$ cat config.mk
export PLATFORM = sky130hd
export DESIGN_NAME = dom_mul_sched
export DESIGN_NICKNAME = d
export VERILOG_FILES = /design/src/rtl/dom_pkg.sv /design/src/rtl/dom_rsp_fifo.sv /design/src/rtl/dom_mul_sched.sv
export SDC_FILE = /design/constraint.sdc
export NUM_CORES = 1
export LEC_CHECK = 0
export ABC_AREA = 1
export BUFFER_PORTS_ARGS = -buffer_cell sky130_fd_sc_hd__buf_4
export CAP_MARGIN = 10
export CELL_PAD_IN_SITES_DETAIL_PLACEMENT = 1
export CELL_PAD_IN_SITES_GLOBAL_PLACEMENT = 1
export CORE_ASPECT_RATIO = 0.75
export CORE_MARGIN = 5
export CORE_UTILIZATION = 40
export CTS_BUF_LIST = sky130_fd_sc_hd__clkbuf_8
export DETAILED_ROUTE_END_ITERATION = 10
export PLACE_DENSITY_LB_ADDON = 0.1
export SLEW_MARGIN = 20
export SYNTH_ARGS = -nofsm -noshare
export SYNTH_HDL_FRONTEND = slang
export SYNTH_SLANG_ARGS = --single-unit
$ cat constraint.sdc
create_clock -name ClkxCI -period 3.8 [get_ports ClkxCI]
set_input_delay 0 -clock ClkxCI [delete_from_list [all_inputs] [get_ports ClkxCI]]
set_output_delay 0 -clock ClkxCI [all_outputs]
set_load 0.01 [all_outputs]
$ cat src/rtl/dom_pkg.sv
// ---------------------------------------------------------------------------
// dom_pkg
//   Shared constants and helpers for the DOM multiplier scheduling slice.
//   - SHARES_DEF : default share count of the masked datapath
//   - share_w()  : width of one GF(2^2) operand in shared form (2*SHARES)
//   - rnd_w()    : width of the fresh randomness for one DOM multiplication
//   - clog2()    : ceiling log2, never smaller than 1 so it can size an index
//   No ports (package).
// ---------------------------------------------------------------------------
package dom_pkg;

  localparam int SHARES_DEF = 2;

  function automatic int share_w(input int shares);
    return 2 * shares;
  endfunction

  function automatic int rnd_w(input int shares);
    return shares * (shares - 1);
  endfunction

  // A result of 1 for n<=2 keeps single-entry selects legal.
  function automatic int clog2(input int n);
    int r;
    r = 0;
    for (int i = 0; i < 30; i++) begin
      if ((1 << i) < n) r = i + 1;
    end
    return (r < 1) ? 1 : r;
  endfunction

endpackage

$ cat src/rtl/dom_rsp_fifo.sv
// ---------------------------------------------------------------------------
// dom_rsp_fifo
//   Small synchronous FIFO holding multiplier responses until the consumer
//   takes them. Push and pop in the same cycle are allowed, including when
//   the FIFO is full (the slot being read is the slot being overwritten).
//   Ports:
//     clk, rst_n  : clock (rising edge), asynchronous active-low reset
//     push        : write push_data this cycle
//     push_data   : entry to store
//     pop         : consume the head this cycle (ignored when empty)
//     pop_data    : head entry
//     valid       : FIFO not empty
//     count       : number of stored entries (0..DEPTH)
// ---------------------------------------------------------------------------
module dom_rsp_fifo
  import dom_pkg::*;
#(
  parameter int DEPTH = 2,
  parameter int WIDTH = 6
) (
  input  logic                          clk,
  input  logic                          rst_n,
  input  logic                          push,
  input  logic [WIDTH-1:0]              push_data,
  input  logic                          pop,
  output logic [WIDTH-1:0]              pop_data,
  output logic                          valid,
  output logic [clog2(DEPTH+1)-1:0]     count
);

  localparam int PW = clog2(DEPTH);
  localparam int CW = clog2(DEPTH + 1);

  logic [WIDTH-1:0] mem [DEPTH];
  logic [PW-1:0]    wr_ptr;
  logic [PW-1:0]    rd_ptr;
  logic             full;
  logic             pop_eff;

  assign valid    = (count != '0);
  assign full     = (count == CW'(DEPTH));
  assign pop_eff  = pop & valid;
  assign pop_data = mem[rd_ptr];

  // Storage, pointers and occupancy. Pointers wrap explicitly so DEPTH need
  // not be a power of two.
  always_ff @(posedge clk or negedge rst_n) begin
    if (!rst_n) begin
      wr_ptr <= '0;
      rd_ptr <= '0;
      count  <= '0;
      for (int i = 0; i < DEPTH; i++) mem[i] <= '0;
    end else begin
      if (push) begin
        mem[wr_ptr] <= push_data;
        wr_ptr      <= (wr_ptr == PW'(DEPTH - 1)) ? '0 : wr_ptr + 1'b1;
      end
      if (pop_eff) begin
        rd_ptr <= (rd_ptr == PW'(DEPTH - 1)) ? '0 : rd_ptr + 1'b1;
      end
      case ({push, pop_eff})
        2'b10:   count <= count + 1'b1;
        2'b01:   count <= count - 1'b1;
        default: count <= count;
      endcase
    end
  end

  // Upstream credit accounting must make an overflowing push impossible.
  a_no_overflow: assert property (@(posedge clk) disable iff (!rst_n)
    !(push && full && !pop_eff));

endmodule

$ cat src/rtl/dom_mul_sched.sv
// ---------------------------------------------------------------------------
// dom_mul_sched
//   Round-robin scheduler sharing one pipelined DOM GF(2^2) multiplier
//   between NREQ requesters. An issue needs a valid request, fresh
//   randomness and a free response slot; the granted operands and the
//   randomness go to the multiplier in the same cycle. A tag pipe follows
//   the multiplier latency so each product is stored with its requester
//   index in a response FIFO, in issue order.
//
//   Build option DOM_SCHED_IDLE_ZERO_EN:
//     defined     : multiplier operands forced to zero in non-issue cycles
//     not defined : multiplier operands hold the last issued values
//
//   Ports:
//     ClkxCI, RstxBI : clock (rising edge), asynchronous active-low reset
//     ReqValidxSI    : request valid per requester
//     ReqReadyxSO    : one-hot grant (or zero) this cycle
//     ReqXxDI/ReqYxDI: operand shares, requester r at [r*2*SHARES +: 2*SHARES]
//     RndxDI/RndValidxSI/RndReadyxSO : fresh randomness handshake
//     MulXxDO/MulYxDO/MulZxDO : operands to the multiplier
//     MulQxDI        : product shares from the multiplier
//     RspValidxSO/RspIdxDO/RspQxDO/RspReadyxSI : response FIFO head
// ---------------------------------------------------------------------------
module dom_mul_sched
  import dom_pkg::*;
#(
  parameter int SHARES  = SHARES_DEF,
  parameter int NREQ    = 4,
  parameter int MUL_LAT = 1,
  parameter int RSP_DEP = 2
) (
  input  logic                          ClkxCI,
  input  logic                          RstxBI,
  input  logic [NREQ-1:0]               ReqValidxSI,
  output logic [NREQ-1:0]               ReqReadyxSO,
  input  logic [NREQ*share_w(SHARES)-1:0] ReqXxDI,
  input  logic [NREQ*share_w(SHARES)-1:0] ReqYxDI,
  input  logic [rnd_w(SHARES)-1:0]      RndxDI,
  input  logic                          RndValidxSI,
  output logic                          RndReadyxSO,
  output logic [share_w(SHARES)-1:0]    MulXxDO,
  output logic [share_w(SHARES)-1:0]    MulYxDO,
  output logic [rnd_w(SHARES)-1:0]      MulZxDO,
  input  logic [share_w(SHARES)-1:0]    MulQxDI,
  output logic                          RspValidxSO,
  output logic [clog2(NREQ)-1:0]        RspIdxDO,
  output logic [share_w(SHARES)-1:0]    RspQxDO,
  input  logic                          RspReadyxSI
);

  localparam int SW = share_w(SHARES);
  localparam int RW = rnd_w(SHARES);
  localparam int IW = clog2(NREQ);
  localparam int CW = clog2(RSP_DEP + 1);

  logic [IW-1:0]      rr_ptr;
  logic [IW-1:0]      grant_idx;
  logic [IW-1:0]      cand;
  logic               grant_found;
  logic               credit_ok;
  logic               issue;
  logic               pop;
  logic [CW-1:0]      credit_cnt;
  logic [SW-1:0]      sel_x;
  logic [SW-1:0]      sel_y;

  logic [MUL_LAT-1:0] tag_vld;
  logic [IW-1:0]      tag_idx [MUL_LAT];

  logic               fifo_valid;
  logic [IW+SW-1:0]   fifo_head;
  logic [CW-1:0]      fifo_count;

  // Round-robin search: first valid requester at or after the pointer.
  always_comb begin
    grant_found = 1'b0;
    grant_idx   = '0;
    cand        = '0;
    for (int k = 0; k < NREQ; k++) begin
      cand = IW'((int'(rr_ptr) + k) % NREQ);
      if (!grant_found && ReqValidxSI[cand]) begin
        grant_found = 1'b1;
        grant_idx   = cand;
      end
    end
  end

  // A pop this cycle frees a slot at the same edge the new issue claims one,
  // which is what lets a depth of MUL_LAT+1 sustain one issue per cycle.
  assign pop       = fifo_valid & RspReadyxSI;
  assign credit_ok = (credit_cnt != '0) | pop;
  assign issue     = grant_found & RndValidxSI & credit_ok;

  // Grant and randomness consumption are tied to the same issue so a Z value
  // is never shared between two multiplications.
  always_comb begin
    ReqReadyxSO = '0;
    if (issue) ReqReadyxSO[grant_idx] = 1'b1;
  end
  assign RndReadyxSO = issue;

  assign sel_x = ReqXxDI[int'(grant_idx)*SW +: SW];
  assign sel_y = ReqYxDI[int'(grant_idx)*SW +: SW];

`ifdef DOM_SCHED_IDLE_ZERO_EN
  assign MulXxDO = issue ? sel_x  : '0;
  assign MulYxDO = issue ? sel_y  : '0;
  assign MulZxDO = issue ? RndxDI : '0;
`else
  logic [SW-1:0] hold_x;
  logic [SW-1:0] hold_y;
  logic [RW-1:0] hold_z;

  // Holding registers keep the multiplier inputs quiet between issues.
  always_ff @(posedge ClkxCI or negedge RstxBI) begin
    if (!RstxBI) begin
      hold_x <= '0;
      hold_y <= '0;
      hold_z <= '0;
    end else if (issue) begin
      hold_x <= sel_x;
      hold_y <= sel_y;
      hold_z <= RndxDI;
    end
  end

  assign MulXxDO = issue ? sel_x  : hold_x;
  assign MulYxDO = issue ? sel_y  : hold_y;
  assign MulZxDO = issue ? RndxDI : hold_z;
`endif

  // Pointer moves past the winner only when something is actually issued.
  always_ff @(posedge ClkxCI or negedge RstxBI) begin
    if (!RstxBI) begin
      rr_ptr <= '0;
    end else if (issue) begin
      rr_ptr <= (grant_idx == IW'(NREQ - 1)) ? '0 : grant_idx + 1'b1;
    end
  end

  // Credits = free FIFO slots not yet claimed by in-flight multiplications.
  always_ff @(posedge ClkxCI or negedge RstxBI) begin
    if (!RstxBI) begin
      credit_cnt <= CW'(RSP_DEP);
    end else begin
      case ({issue, pop})
        2'b10:   credit_cnt <= credit_cnt - 1'b1;
        2'b01:   credit_cnt <= credit_cnt + 1'b1;
        default: credit_cnt <= credit_cnt;
      endcase
    end
  end

  // Tag pipe mirrors the multiplier register stages.
  always_ff @(posedge ClkxCI or negedge RstxBI) begin
    if (!RstxBI) begin
      tag_vld <= '0;
      for (int i = 0; i < MUL_LAT; i++) tag_idx[i] <= '0;
    end else begin
      tag_vld[0] <= issue;
      tag_idx[0] <= grant_idx;
      for (int i = 1; i < MUL_LAT; i++) begin
        tag_vld[i] <= tag_vld[i-1];
        tag_idx[i] <= tag_idx[i-1];
      end
    end
  end

  dom_rsp_fifo #(
    .DEPTH (RSP_DEP),
    .WIDTH (IW + SW)
  ) u_rsp_fifo (
    .clk       (ClkxCI),
    .rst_n     (RstxBI),
    .push      (tag_vld[MUL_LAT-1]),
    .push_data ({tag_idx[MUL_LAT-1], MulQxDI}),
    .pop       (pop),
    .pop_data  (fifo_head),
    .valid     (fifo_valid),
    .count     (fifo_count)
  );

  // Head fields read as zero when nothing is queued.
  assign RspValidxSO = fifo_valid;
  assign RspIdxDO    = fifo_valid ? fifo_head[IW+SW-1:SW] : '0;
  assign RspQxDO     = fifo_valid ? fifo_head[SW-1:0]     : '0;

  // Stored entries plus free credits can never exceed the FIFO depth.
  a_credit_bound: assert property (@(posedge ClkxCI) disable iff (!RstxBI)
    (32'(credit_cnt) + 32'(fifo_count)) <= RSP_DEP);

endmodule

Word level (Yosys, flattened, before mapping)
Cells that the tools add are included.
{ "word_totals": {"n_memories": 0, "romBits": 0, "out_inout_bits": 22, "latchBits": 0, "reg_bits": 33, "ram_bits": 0} }
{ "classes": {"div_mod_pow": 0, "mul": 0, "n_addsub": 10, "n_eq_ne": 5, "n_reduce_logical": 12, "muxes": 35, "order_cmp": 9, "bitwise_logic": 7, "shifts": 2} }
{ "ops": {"columns": ["op", "n"], "rows": [
  ["16-bit by 5-bit variable part select with 4-bit output", 2],
  ["6-bit 2-to-1 mux", 4],
  ["4-bit 2-to-1 mux", 4],
  ["2-bit by 3-bit < comparator with 1-bit output, second input constant", 5],
  ["2-bit 2-to-1 mux", 7],
  ["12-bit bitwise mux", 1],
  ["1-bit 2-to-1 mux", 11],
  ["2-bit by 1-bit adder with 2-bit output, second input constant", 4],
  ["1-bit binary-select mux with 2-bit select", 4],
  ["2-bit one-hot mux with 2 select lines", 2],
  ["2-bit nonzero test", 4],
  ["6-bit demux with 1-bit select", 1],
  ["2-bit equality test, second input constant", 3],
  ["1-bit logical AND", 5],
  ["2-bit adder, second input constant", 2],
  ["1-bit AND", 4],
  ["2-bit by 1-bit equality test with 1-bit output, second input constant", 2],
  ["2-bit >= comparator, second input constant", 2],
  ["1-bit NOT with 2-bit output", 2],
  ["2-bit by 1-bit subtractor with 2-bit output, second input constant", 2],
  ["1-bit zero test", 3],
  ["1-bit adder, second input constant", 2],
  ["1-bit demux with 2-bit select", 1],
  ["2-bit by 1-bit >= comparator with 1-bit output, second input constant", 1],
  ["2 further kinds", 2]
]} }

Depth between registers and ports, before layout
Gate-level depths: netlist of run 1.
{ "depth": {"word_depth": 17, "depth_mapped": 16, "depth_no_buf": 14} }

Modules after synthesis
Synthesis of run 1 repeated with hierarchy kept, for this count alone.
{ "unflattened": {"cells_unflattened": 338, "hier_area_um2": 2268.4} }
{ "modules_own_cells": {"columns": ["mod", "instances", "cells_each", "area_per_inst_um2", "seq_area_each_um2"], "rows": [
  ["dom_mul_sched", 1, 247, 1515.2, 426.7],
  ["dom_rsp_fifo", 1, 91, 753.2, 400.4]
]} }

Worst setup path after synthesis of run 1
OpenSTA, ideal clock, no wires.
{ "synth_path": {"kind": "reg2reg", "from": "reg rr_ptr[0]", "to": "reg credit_cnt[1]", "setup_ps": 88, "n_path_buf": 2, "setup_slack_ps": 1824, "arrival_time_ps": 1888, "stages_incl_launch_ff": 14, "required_time_ps": 3712, "path_cell_list": "dfrtp_1 -> buf_6 -> inv_6 -> nand2_1 -> nand3_2 -> nand2_4 -> nor2_8 -> nand3_4 -> nand2_4 -> buf_6 -> ha_1 -> a21oi_1 -> o21ai_0 -> xor2_1"} }
{ "synth_via": {"elab_chain_len": 16} }
{ "synth_lines": {"columns": ["element", "line_no", "text"], "rows": [
  ["from (decl)", "dom_mul_sched.sv:56", "logic [IW-1:0] rr_ptr;"],
  ["from (signal assigned)", "dom_mul_sched.sv:137", "rr_ptr <= (grant_idx == IW'(NREQ - 1)) ? '0 : grant_idx + 1'b1;"],
  ["parallel branches: the longest is 11 deep, another holds 2-bit by 1-bit adder with 2-bit output", null, null],
  ["1-bit 2-to-1 mux *", "dom_mul_sched.sv:81", "if (!grant_found && ReqValidxSI[cand]) begin"],
  ["1-bit AND * (2 in series)", "dom_mul_sched.sv:92", "assign issue = grant_found & RndValidxSI & credit_ok;"],
  ["2-bit by 1-bit equality test with 1-bit output / 2-bit equality test (equally long branches)", "dom_mul_sched.sv:146", "case ({issue, pop})"],
  ["2-bit one-hot mux with 2 select lines / 2-bit nonzero test (equally long branches)", null, null],
  ["to (signal assigned)", "dom_mul_sched.sv:147", "2'b10: credit_cnt <= credit_cnt - 1'b1;"],
  ["to (signal assigned)", "dom_mul_sched.sv:148", "2'b01: credit_cnt <= credit_cnt + 1'b1;"],
  ["to (signal assigned)", "dom_mul_sched.sv:149", "default: credit_cnt <= credit_cnt;"],
  ["to (decl)", "dom_mul_sched.sv:63", "logic [CW-1:0] credit_cnt;"]
]} }
Mark *: on every way between the ends. The select of a mux whose other input is x is not followed.
A chain may end at the register's enable or synchronous reset.

Worst setup path in the final report of run 1
{ "layout_path": {"from": "reg rr_ptr[0]", "to": "out ReqReadyxSO[3]"} }
{ "layout_via": {"elab_chain_len": 17} }
{ "layout_lines": {"columns": ["element", "line_no", "text"], "rows": [
  ["parallel branches: the longest is 11 deep, another holds 2-bit by 1-bit adder with 2-bit output", null, null],
  ["2-bit 2-to-1 mux *", "dom_mul_sched.sv:81", null],
  ["net grant_idx[0]", "dom_mul_sched.sv:57", "logic [IW-1:0] grant_idx;"],
  ["2-bit by 3-bit < comparator with 1-bit output (implied by the code) / 2-bit by 1-bit >= comparator with 1-bit output (equally long branches)", "dom_mul_sched.sv:98", "if (issue) ReqReadyxSO[grant_idx] = 1'b1;"],
  ["1-bit logical AND (implied by the code)", "dom_mul_sched.sv:98", null],
  ["1-bit 2-to-1 mux (implied by the code)", "dom_mul_sched.sv:98", null],
  ["1-bit demux with 2-bit select *", "dom_mul_sched.sv:98", null],
  ["4-bit 2-to-1 mux *", "dom_mul_sched.sv:98", null],
  ["to (decl)", "dom_mul_sched.sv:35", "output logic [NREQ-1:0] ReqReadyxSO,"]
]} }
Mark *: on every way through the listed nets, which the timed path passes. The select of a mux whose other input is x is not followed.

==> results of run 1 <==
-- per-layer routing --
metal	share of wire	vias up
met5	0	-
met4	0.0055	0
met1	0.48	1025
met3	0.053	4
li1	-	1109
met2	0.46	54
-- power by group --
group | internal [mW] | switching, mW
logic | 0.738 | 1.24
clock network | 0.122 | 0.120
registers | 0.538 | 0.116
total | 1.40 | 1.47
-- placed cells by master, fill, tap and decap left out, types with 2 or more instances in the layout --
cell,count
clkbuf_8,5
nand2_4,6
a21oi_1,8
buf_4,67
xnor2_1,3
o21ai_0,16
inv_1,60
nand2_1,103
nand2_2,13
nand3_2,3
nand4_1,16
xor2_1,2
dfrtp_1,32
inv_2,4
nand3_1,22
dlygate4sd3_1,5
ha_1,6
nor2_1,6
nand3_4,2
-- cells in the mapped netlist (2+ instances only) --
cell type,instances
ha_1,6
nand2_1,103
buf_6,3
inv_1,57
nand3_4,2
buf_4,3
nand2_2,13
nor2_1,6
inv_2,4
nand3_1,22
dfrtp_1,32
clkbuf_1,2
xor2_1,2
nand4_1,16
a21oi_1,8
nand3_2,3
nand2_4,6
xnor2_1,3
o21ai_0,16
-- path summary, 6_finish.rpt --
| check | slack (ps) | from | to | cells after the start |
|---|---|---|---|---|
| max | 1090 | rr_ptr[0] | ReqReadyxSO[3] | 13 |
| min | 4 | MulQxDI[1] | u_rsp_fifo.mem[1] | 3 |
| max reg2reg | 1290 | rr_ptr[0] | rr_ptr[1] | 12 |
| min reg2reg | 470 | u_rsp_fifo.count[1] | u_rsp_fifo.count[1] | 1 |
| max in group asynchronous | 3260 | RstxBI | credit_cnt[1] | 2 |
| min in group asynchronous | 210 | RstxBI | u_rsp_fifo.count[0] | 2 |
-- flip-flops by register name, indices dropped and copies added (netlist names) --
register and count:
credit_cnt 2, hold_x 4, hold_y 4, hold_z 2, rr_ptr 2, tag_idx 2
tag_vld 1, u_rsp_fifo.count 2, u_rsp_fifo.mem 12, u_rsp_fifo.rd_ptr 1, u_rsp_fifo.wr_ptr 1
-- worst max-delay path: cells and delay by family, from the launching register on --
family / cells / cell delay, ps
flops: 1 / 620
simple gates: 8 / 1150
fa+ha+maj: 1 / 190
buf+inv: 4 / 440
-- cell type report --
class	count	share of cell area
inverter	62	0.0818
timing repair buffer	72	0.190
sequential	33	0.284
tap	75	0.0323
clock inverter	3	0.00387
multi-input combinational	211	0.384
clock buffer	5	0.0237
-- logic make-up after synthesis --
kind of cell               count (synthesis)
and+or+nand+nor                          174
buffers and inverters                     71
DFF                                       33
AOI/OAI and AO/OA                         26
adders and majority gates                  6
xor gates and xnor gates                   5
-- what timing repair did --
action | in CTS | in global routing
endpoints found under the setup margin | 0 | 0
endpoints found under the hold margin | 37 | 0
hold buffers | 5 | 0
resized for setup | 0 | 0
==> flow_summary_export.csv, run 1 <==
group,metric,value,unit
floorplan,coreArea,5410,µm²
floorplan,ios,68,
global_route,grt_use_met2,0.311,
placement,post_dp_cell_area,2780,µm²
global_route,antenna_found_initial,0,
timing,finalWorstSetupSlack,1090,ps
placement,dp.cells,448,
finish,multi_input_area,1120,µm²
route,ant_nets,0,
timing,rsz0062_at_grt,"false",
synth,ys_seq_area_frac,0.365,
timing,period_minus_slack,2710,ps
pwr,power.density,988,nW/µm²
worst_setup_path,crit_path_end_kind,"output pin",
floorplan,die_x,96.9,µm
floorplan,dieArea,7280,µm²
clocking,clk_pin_slew,70,ps
placement,io_buffers,67,
route,initialDrtViolationCount,75,
worst_setup_path,max_stage_delay,620,ps
finish,utilization,0.537,
finish,nFillCells,754,
min_path,min_path_type,"primary input to flip-flop",
finish,layout.nets,437,
clocking,root_buffer,"clkbuf_8",
finish,antenna_cells,0,
worst_setup_path,slowest_stage,"dfrtp_1",
outcome,outcome,"finished, final reports clean",
finish,stdcell_count,461,
timing,max_slew_margin,0.674,
global_route,use_met3,0.0528,
synth,synth_compound_area_frac,0.0580,
synth,synth_cells,315,
route,drt_drc_violations_left,0,
pwr,p_total,2.87,mW
clocking,cts_num_sinks,33,
synth,async_flop_share,1.00,
floorplan,dieHeight,75.2,µm
synth,synth_edf_count,0,
global_route,grt_remaining_overflow,0,
worst_setup_path,crit_top_cell,"nand2_1",
timing,fin_setup_tns,0,ps
global_route,grt_pass1_vias,2342,
clocking,htree_num_levels,2,
run,cap_violations,0,
clocking,clk_latency,280,ps
clocking,cts_tree,"yes",
synth,ys_ff_latch,33,
synth,yosysUniqueCellTypes,27,
floorplan,rows,23,
finish,areaGrowthSynthToFinish,28.4,%
synth,yosys_warnings,0,
synth,synth_top_family_by_area,"simple AND/OR/NAND/NOR gates",
timing,final.period_utilization,0.712,
timing,clock_skew,4.34,ps
finish,fin_area,2910,µm²
timing,hold_viol_final,0,
timing,worstMarginPinSlew,487,ps
synth,synth_xor_area_frac,0.0193,
route,via_count,2192,
synth,synth-simple-area-share,0.382,
route,dr.pass1.iters,4,
synth,yosysTopAreaCell,"dfrtp_1",
route,drt-vias-per-instance,4.75,
worst_setup_path,critPathRequiredTime,3800,ps
clocking,cts_buffers,5,
route,wl_per_cell,13.4,µm
global_route,grt.total_usage,0.179,
placement,gp_congestion,0.769,
worst_setup_path,worstPathArrival,2710,ps
timing,hold_ws,4.29,ps
synth,syn_avg_cell_area,7.19,µm²
synth,synthMuxAreaShare,0,
global_route,grt_max_degree,34,
global_route,grt_pass1_wl,10700,µm
clocking,clock_path_buffers,2,
synth,synth_area,2260,µm²
global_route,use_met1,0.229,
synth,synth_ff_type,"dfrtp_1",
floorplan,initial_core_util,0.419,
synth,synth.net_count,367,
worst_setup_path,cp-start-kind,"flip-flop",
pwr,p_leak,1.68,nW
placement,dpl.hpwl,4790,µm
synth,ys_top_cells_by_area,"dfrtp_1 (35%), nand2_1 (17%), inv_1 (9.4%), nand3_1 (4.9%), nand4_1 (4.4%)",
timing,slew_viol_final,0,
worst_setup_path,crit_chain,"inv_6 -> nand2_1 -> nand2_1 -> nand2_1 -> nand2_1 -> nand2_1 -> nand3_2 -> nand3_4 -> inv_1 -> ha_1 -> inv_1 -> nor2_1 -> buf_4",
global_route,grt-busiest-layer,"met2",
route,totalWireLength,6190,µm
worst_setup_path,crit_path_max_fanout,20,
timing,setup_viol,0,
clocking,postCtsSetupBuffers,0,
placement,post-place-ws,1280,ps
pwr,max-vdd-ir-drop,0.427,mV
synth,synth_top_cell_area_share,0.354,
synth,synthAdderAreaFrac,0.0331,
timing,max_freq,0.370,GHz
finish,drive_gt1_frac,0.272,
worst_setup_path,critPathKind,"flip-flop to output pin",
finish,ff_latch_area,827,µm²
No activity file was read; power rests on OpenSTA's default activity.
==> run 2, diff against run 1 <==
--- a/config.mk
+++ b/config.mk
@@ -5,14 +5,14 @@
 export SDC_FILE = /design/constraint.sdc
 export NUM_CORES = 1
 export LEC_CHECK = 0
-export ABC_AREA = 1
+export ABC_AREA = 0
 export BUFFER_PORTS_ARGS = -buffer_cell sky130_fd_sc_hd__buf_4
 export CAP_MARGIN = 10
 export CELL_PAD_IN_SITES_DETAIL_PLACEMENT = 1
 export CELL_PAD_IN_SITES_GLOBAL_PLACEMENT = 1
 export CORE_ASPECT_RATIO = 0.75
 export CORE_MARGIN = 5
-export CORE_UTILIZATION = 40
+export CORE_UTILIZATION = 34
 export CTS_BUF_LIST = sky130_fd_sc_hd__clkbuf_8
 export DETAILED_ROUTE_END_ITERATION = 10
 export PLACE_DENSITY_LB_ADDON = 0.1
==> constraint.sdc (replaced) <==
create_clock -name ClkxCI -period 2.3 [get_ports ClkxCI]
set_input_delay 0 -clock ClkxCI [delete_from_list [all_inputs] [get_ports ClkxCI]]
set_output_delay 0 -clock ClkxCI [all_outputs]
set_load 0.01 [all_outputs]
==> run 2 against run 1 <==
  * Sequential power up 62%
  * Critical path depth down 6
  * Worst setup slack worse by 910 ps
  * Utilization down 4.0 points
  * Synthesized area down 24%
  * Routed wire length down 24%
  * First-iteration DRC count down 41%
  * Via count down 35%
  * Largest cell class is now registers
==> flow_summary_export.csv, run 2 <==
group,metric,value,unit
min_path,min_path_type,"primary input to flip-flop",
floorplan,dieArea,6630,µm²
synth,synth.net_count,204,
finish,drive_gt1_frac,0.416,
min_path,hp-start,"ReqXxDI[13]",
synth,async_flop_share,1.00,
route,totalWireLength,4730,µm
timing,hold_ws,78.7,ps
finish,layout_common_cells,"buf_4 (70), dfrtp_1 (32), mux2i_1 (22)",
worst_setup_path,slowest_stage,"dfrtp_1",
worst_setup_path,crit_path_max_fanout,11,
finish,antenna_cells,0,
floorplan,coreArea,4900,µm²
worst_setup_path,crit_chain,"nor2_4 -> nor2b_4 -> o311a_1 -> buf_4 -> nand2_2 -> o221ai_1 -> buf_4",
route,ant_nets,0,
pwr,p_sw,1.10,mW
floorplan,die_x,92.4,µm
synth,yosys_warnings,0,
route,drt-vias-per-instance,4.91,
clocking,postCtsHoldBufs,7,
timing,worstMarginPinSlew,592,ps
min_path,hold_depth,3,
pwr,p_total,2.97,mW
synth,yosysTopAreaCell,"dfrtp_1",
placement,post_dp_cell_area,2280,µm²
timing,setup_viol,0,
pwr,max-vdd-ir-drop,0.564,mV
timing,fin_setup_tns,0,ps
clocking,htree_num_levels,2,
global_route,grt_pass1_vias,1609,
clocking,clk_pin_slew,60,ps
outcome,outcome,"finished, final reports clean",
worst_setup_path,crit_path_end_kind,"output pin",
worst_setup_path,reg2reg_to,"credit_cnt[1]",
finish,regMostFlops,"u_rsp_fifo.mem",
timing,slew_viol_final,0,
timing,hold_viol_final,0,
floorplan,ios,68,
worst_setup_path,cp-start-kind,"flip-flop",
synth,synth_top_cell_area_share,0.463,
global_route,use_met3,0.0378,
pwr,p_leak,1.25,nW
worst_setup_path,reg2reg_from,"u_rsp_fifo.count[0]",
finish,layout.nets,283,
run,cap_violations,0,
pwr,pwr-share-seq,0.358,
global_route,grt_remaining_overflow,0,
timing,clock_skew,4.12,ps
synth,syn_avg_cell_area,11.4,µm²
timing,max_freq,0.472,GHz
timing,period_minus_slack,2120,ps
floorplan,initial_core_util,0.353,
clocking,clock_path_buffers,2,
synth,synth.most_common_cell,"dfrtp_1",
finish,stdcell_count,291,
global_route,antenna_found_initial,0,
clocking,cts_buffers,5,
worst_setup_path,critPathRequiredTime,2300,ps
pwr,cell_internal_pwr,1.87,mW
finish,final_common_cell,"buf_4",
global_route,grt_use_met2,0.256,
finish,largest_reg_flops,12,
finish,largestRegisters,"u_rsp_fifo.mem x12, hold_x x4, hold_y x4",
synth,synth_ff_type,"dfrtp_1",
finish,areaGrowthSynthToFinish,41.0,%
synth,synth_edf_count,0,
global_route,grt_pass1_wl,7790,µm
route,via_count,1428,
timing,final.period_utilization,0.921,
synth,ys_ff_latch,33,
placement,dpl.hpwl,3700,µm
synth,synth_cells,152,
clocking,cts_tree,"yes",
placement,gp_congestion,0.744,
route,drt_drc_violations_left,0,
worst_setup_path,worstPathArrival,2120,ps
min_path,hold_end,"hold_x[1]",
clocking,cts.repair.resized,0,
finish,utilization,0.498,
timing,finalWorstSetupSlack,183,ps
floorplan,rows,22,
pwr,power_frac_comb,0.499,
floorplan,dieHeight,71.8,µm
placement,io_buffers,67,
pwr,power.density,1220,nW/µm²
worst_setup_path,worstRegToRegCells,7,
worst_setup_path,cp.depth,7,
worst_setup_path,crit_top_cell,"buf_4",
clocking,cts_num_sinks,33,
global_route,grt-busiest-layer,"met2",
clocking,clk_latency,280,ps
pwr,p_clk_frac,0.143,
global_route,use_met1,0.186,
placement,post-place-ws,280,ps
synth,synth_area,1730,µm²
worst_setup_path,reg2reg_slack,300,ps
clocking,root_buffer,"clkbuf_8",
synth,ys_seq_area_frac,0.478,
worst_setup_path,max_stage_delay,440,ps
clocking,postCtsSetupBuffers,0,
synth,synth_common_cells,"dfrtp_1 (32), mux2i_1 (22), nand2_1 (19)",
synth,yosysUniqueCellTypes,31,
timing,rsz0062_at_grt,"false",
timing,max_slew_margin,0.604,
synth,ys_top_cells_by_area,"dfrtp_1 (46%), mux2i_1 (13%), mux2_2 (7.8%), ha_1 (4.3%), nand2_1 (4.1%)",
route,initialDrtViolationCount,44,
global_route,grt.total_usage,0.150,
finish,fin_area,2440,µm²
pwr,switching_share,0.369,
placement,dp.cells,277,
route,wl_per_cell,16.2,µm
worst_setup_path,critPathKind,"flip-flop to output pin",
global_route,grt_max_degree,34,
worst_setup_path,path_delay_family,"compound AO/OA/AOI/OAI gates",
worst_setup_path,path_buf_inv,2,
route,dr.pass1.iters,4,
run 2: changes by cell type after synthesis, sizes merged, moves of 5 or more:
cell	change
mux2	+12
nand2	-101
a21oi	-5
nand3	-26
mux2i	+22
o21ai	-17
nand4	-16
inv	-54
o221ai	+8
run 2: power by group through the flow:
stage | Combinational, mW | Sequential, mW | Clock [mW]
floorplan | 0.990 | 0.995 | 0
global placement | 1.45 | 1.05 | 0
detailed placement | 1.50 | 1.08 | 0
CTS | 1.51 | 1.07 | 0.443
global route | 1.65 | 1.10 | 0.471
finish | 1.48 | 1.06 | 0.425
run 2: worst reg2reg max path, cell delays in order, from the launching register on:
cell	delay (ps)
dfrtp_1	440
nor2_4	240
nor2b_4	80
o311a_1	340
inv_2	230
ha_1	310
nor2_1	140
xor2_1	150
run 2: worst max-delay path by stage:
stage / startpoint / end
floorplan: u_rsp_fifo.count[0] / credit_cnt[1]
CTS: u_rsp_fifo.count[0] / MulXxDO[3]
global placement: u_rsp_fifo.count[0] / credit_cnt[1]
global route: u_rsp_fifo.count[0] / MulYxDO[2]
finish: u_rsp_fifo.count[0] / MulXxDO[3]
detailed placement: u_rsp_fifo.count[0] / credit_cnt[1]
run 2: kinds of logic (layout without fill, tap and decap cells):
group                      count (synthesis)  in the layout  synth area share
AOI/OAI and AO/OA                         15             15            0.0680
xor gates and xnor gates                   8              8            0.0405
adders and majority gates                  6              6            0.0434
buffers and inverters                     13             92            0.0448
DFF                                       33             33             0.478
muxes                                     34             34             0.205
and+or+nand+nor                           43             43             0.120
run 2: area by class of cell:
type / count / area (µm²)
multi-input combinational: 106 / 826
fill: 559 / 2460
sequential: 33 / 827
clock inverter: 1 / 3.75
clock buffer: 6 / 82.6
inverter: 8 / 30.0
tap: 60 / 75.1
timing repair buffer: 77 / 596
run 2: routing by layer:
| layer | wire length [µm] | up-vias |
|---|---|---|
| li1 | - | 683 |
| met5 | 0 | - |
| met1 | 2050 | 705 |
| met3 | 224 | 6 |
| met2 | 2410 | 34 |
| met4 | 41 | 0 |
==> run 3, diff against run 2 <==
--- a/config.mk
+++ b/config.mk
@@ -12,8 +12,7 @@
 export CELL_PAD_IN_SITES_GLOBAL_PLACEMENT = 1
 export CORE_ASPECT_RATIO = 0.75
 export CORE_MARGIN = 5
-export CORE_UTILIZATION = 34
-export CTS_BUF_LIST = sky130_fd_sc_hd__clkbuf_8
+export CORE_UTILIZATION = 33
 export DETAILED_ROUTE_END_ITERATION = 10
 export PLACE_DENSITY_LB_ADDON = 0.1
 export SLEW_MARGIN = 20
==> run 3 against run 2 <==
  * Count of clock-buffer cells in the layout up 1
  * Highest routed layer unchanged
  * Sequential power about the same
  * Register-to-register slack better by 180 ps
  * First-iteration DRC count down 20%
  * Hold slack better by 20 ps
==> flow_summary_export.csv, run 3 (synthesis gave the netlist of run 2 again) <==
group,metric,value,unit
global_route,grt_pass1_wl,8230,µm
timing,period_minus_slack,2140,ps
floorplan,dieArea,6810,µm²
global_route,grt_use_met2,0.246,
finish,final_common_cell,"buf_4",
global_route,antenna_found_initial,0,
worst_setup_path,worstPathArrival,2140,ps
worst_setup_path,worstRegToRegCells,6,
pwr,power.density,1260,nW/µm²
finish,utilization,0.503,
pwr,p_total,3.15,mW
global_route,grt-busiest-layer,"met2",
global_route,grt_pass1_vias,1635,
finish,largestRegisters,"u_rsp_fifo.mem x12, hold_x x4, hold_y x4",
timing,clock_skew,11.9,ps
worst_setup_path,critPathRequiredTime,2300,ps
clocking,cts_num_sinks,33,
pwr,power_frac_comb,0.483,
clocking,cts_buffers,5,
global_route,grt_max_degree,34,
worst_setup_path,cp.depth,7,
clocking,postCtsSetupBuffers,0,
clocking,clk_latency,280,ps
timing,slew_viol_final,0,
pwr,p_leak,1.27,nW
timing,worstMarginPinSlew,558,ps
global_route,use_met1,0.213,
pwr,cell_internal_pwr,2.02,mW
timing,final.period_utilization,0.930,
finish,antenna_cells,0,
global_route,grt.total_usage,0.156,
finish,largest_reg_flops,12,
worst_setup_path,path_delay_family,"simple AND/OR/NAND/NOR gates",
route,drt-vias-per-instance,4.60,
timing,setup_viol,0,
clocking,clk_pin_slew,60,ps
timing,rsz0062_at_grt,"false",
worst_setup_path,slowest_stage,"dfrtp_1",
worst_setup_path,path_buf_inv,2,
worst_setup_path,cp-start-kind,"flip-flop",
worst_setup_path,crit_path_end_kind,"output pin",
global_route,grt_remaining_overflow,0,
route,drt_drc_violations_left,0,
floorplan,die_x,93.6,µm
timing,max_freq,0.468,GHz
finish,regMostFlops,"u_rsp_fifo.mem",
pwr,pwr-share-seq,0.338,
pwr,p_sw,1.13,mW
worst_setup_path,reg2reg_from,"u_rsp_fifo.count[0]",
pwr,p_clk_frac,0.179,
clocking,root_buffer,"clkbuf_8",
route,via_count,1404,
clocking,cts_tree,"yes",
route,totalWireLength,4960,µm
run,cap_violations,0,
route,wl_per_cell,16.3,µm
global_route,use_met3,0.0443,
worst_setup_path,crit_chain,"nor2_4 -> nor2b_4 -> o311a_1 -> buf_4 -> nand2_2 -> o221ai_1 -> buf_4",
worst_setup_path,crit_top_cell,"buf_4",
placement,dpl.hpwl,3850,µm
route,initialDrtViolationCount,35,
finish,ff_latch_area,827,µm²
finish,multi_input_area,827,µm²
placement,io_buffers,67,
clocking,clock_path_buffers,2,
timing,max_slew_margin,0.627,
worst_setup_path,startpoint,"u_rsp_fifo.count[0]",
clocking,htree_num_levels,2,
pwr,max-vdd-ir-drop,0.594,mV
min_path,min_path_type,"primary input to flip-flop",
finish,layout_common_cells,"buf_4 (70), dfrtp_1 (32), mux2i_1 (22)",
floorplan,rows,22,
route,dr.pass1.iters,4,
finish,drive_gt1_frac,0.425,
worst_setup_path,reg2reg_slack,480,ps
route,ant_nets,0,
placement,gp_congestion,0.754,
worst_setup_path,crit_path_max_fanout,11,
outcome,outcome,"finished, final reports clean",
worst_setup_path,cp-endpoint,"MulYxDO[2]",
timing,hold_viol_final,0,
worst_setup_path,reg2reg_to,"hold_y[2]",
finish,layout.nets,284,
finish,nFillCells,554,
timing,fin_setup_tns,0,ps
pwr,switching_share,0.358,
finish,areaGrowthSynthToFinish,44.8,%
floorplan,initial_core_util,0.347,
floorplan,ios,68,
worst_setup_path,max_stage_delay,430,ps
floorplan,coreArea,4980,µm²
worst_setup_path,critPathKind,"flip-flop to output pin",
floorplan,dieHeight,72.7,µm
==> run 3: cell count changes in the layout (fill, tap and decap cells not counted), sizes merged <==
cell,delta
buf,+1
bufinv,+1
clkbuf,+1
inv,-1
==> run 3: power groups by stage <==
stage	registers [mW]	logic (mW)	clock network (mW)
finish	1.06	1.52	0.565
global route	1.10	1.69	0.616
CTS	1.07	1.55	0.586
detailed placement	1.08	1.54	0
global placement	1.05	1.48	0
floorplan	0.995	0.990	0
==> run 3: worst min path at each step <==
stage | startpoint | end | cells past startpoint
after floorplan | RstxBI | credit_cnt[0] | 0
after global placement | RstxBI | u_rsp_fifo.count[1] | 1
after detailed placement | RstxBI | u_rsp_fifo.count[0] | 1
after CTS | ReqXxDI[13] | hold_x[1] | 3
after global routing | ReqYxDI[13] | hold_y[1] | 3
final | ReqXxDI[13] | hold_x[1] | 3
==> run 3: cell type report <==
type / instances / share of cell area
sequential: 33 / 0.330
multi-input combinational: 106 / 0.330
timing repair buffer: 78 / 0.246
tap: 72 / 0.0359
clock buffer: 7 / 0.0344
clock inverter: 1 / 0.0120
inverter: 8 / 0.0120
==> run 3: metal layers <==
metal	part of all wire	vias up
met3	0.049	4
met1	0.48	681
met2	0.46	33
met5	0	-
met4	0.0097	0
li1	-	686
==> run 3: tightest hold or removal path, cell delays in order <==
cell	delay (ps)
buf_4	80
mux2i_1	50
o221ai_1	200
==> run 3: timing repair <==
action | CTS | global route
endpoints found under the setup margin | 0 | 6
gates resized for setup | 0 | 1
hold endpoints to repair | 43 | 0
hold buffers | 7 | 0
==> run 3: per-stage QoR <==
stage          worst slack [ps]  hold WS (ps)  area [µm²]  std cells
2_1_floorplan               445          -296        1730        152
3_3_place_gp                455         -27.3        2320        290
3_5_place_dp                349         -28.0        2320        290
4_1_cts                    43.4          84.0        2500        305
5_1_grt                    8.23           113        2510        305
6_report                    162          98.4        2510        305
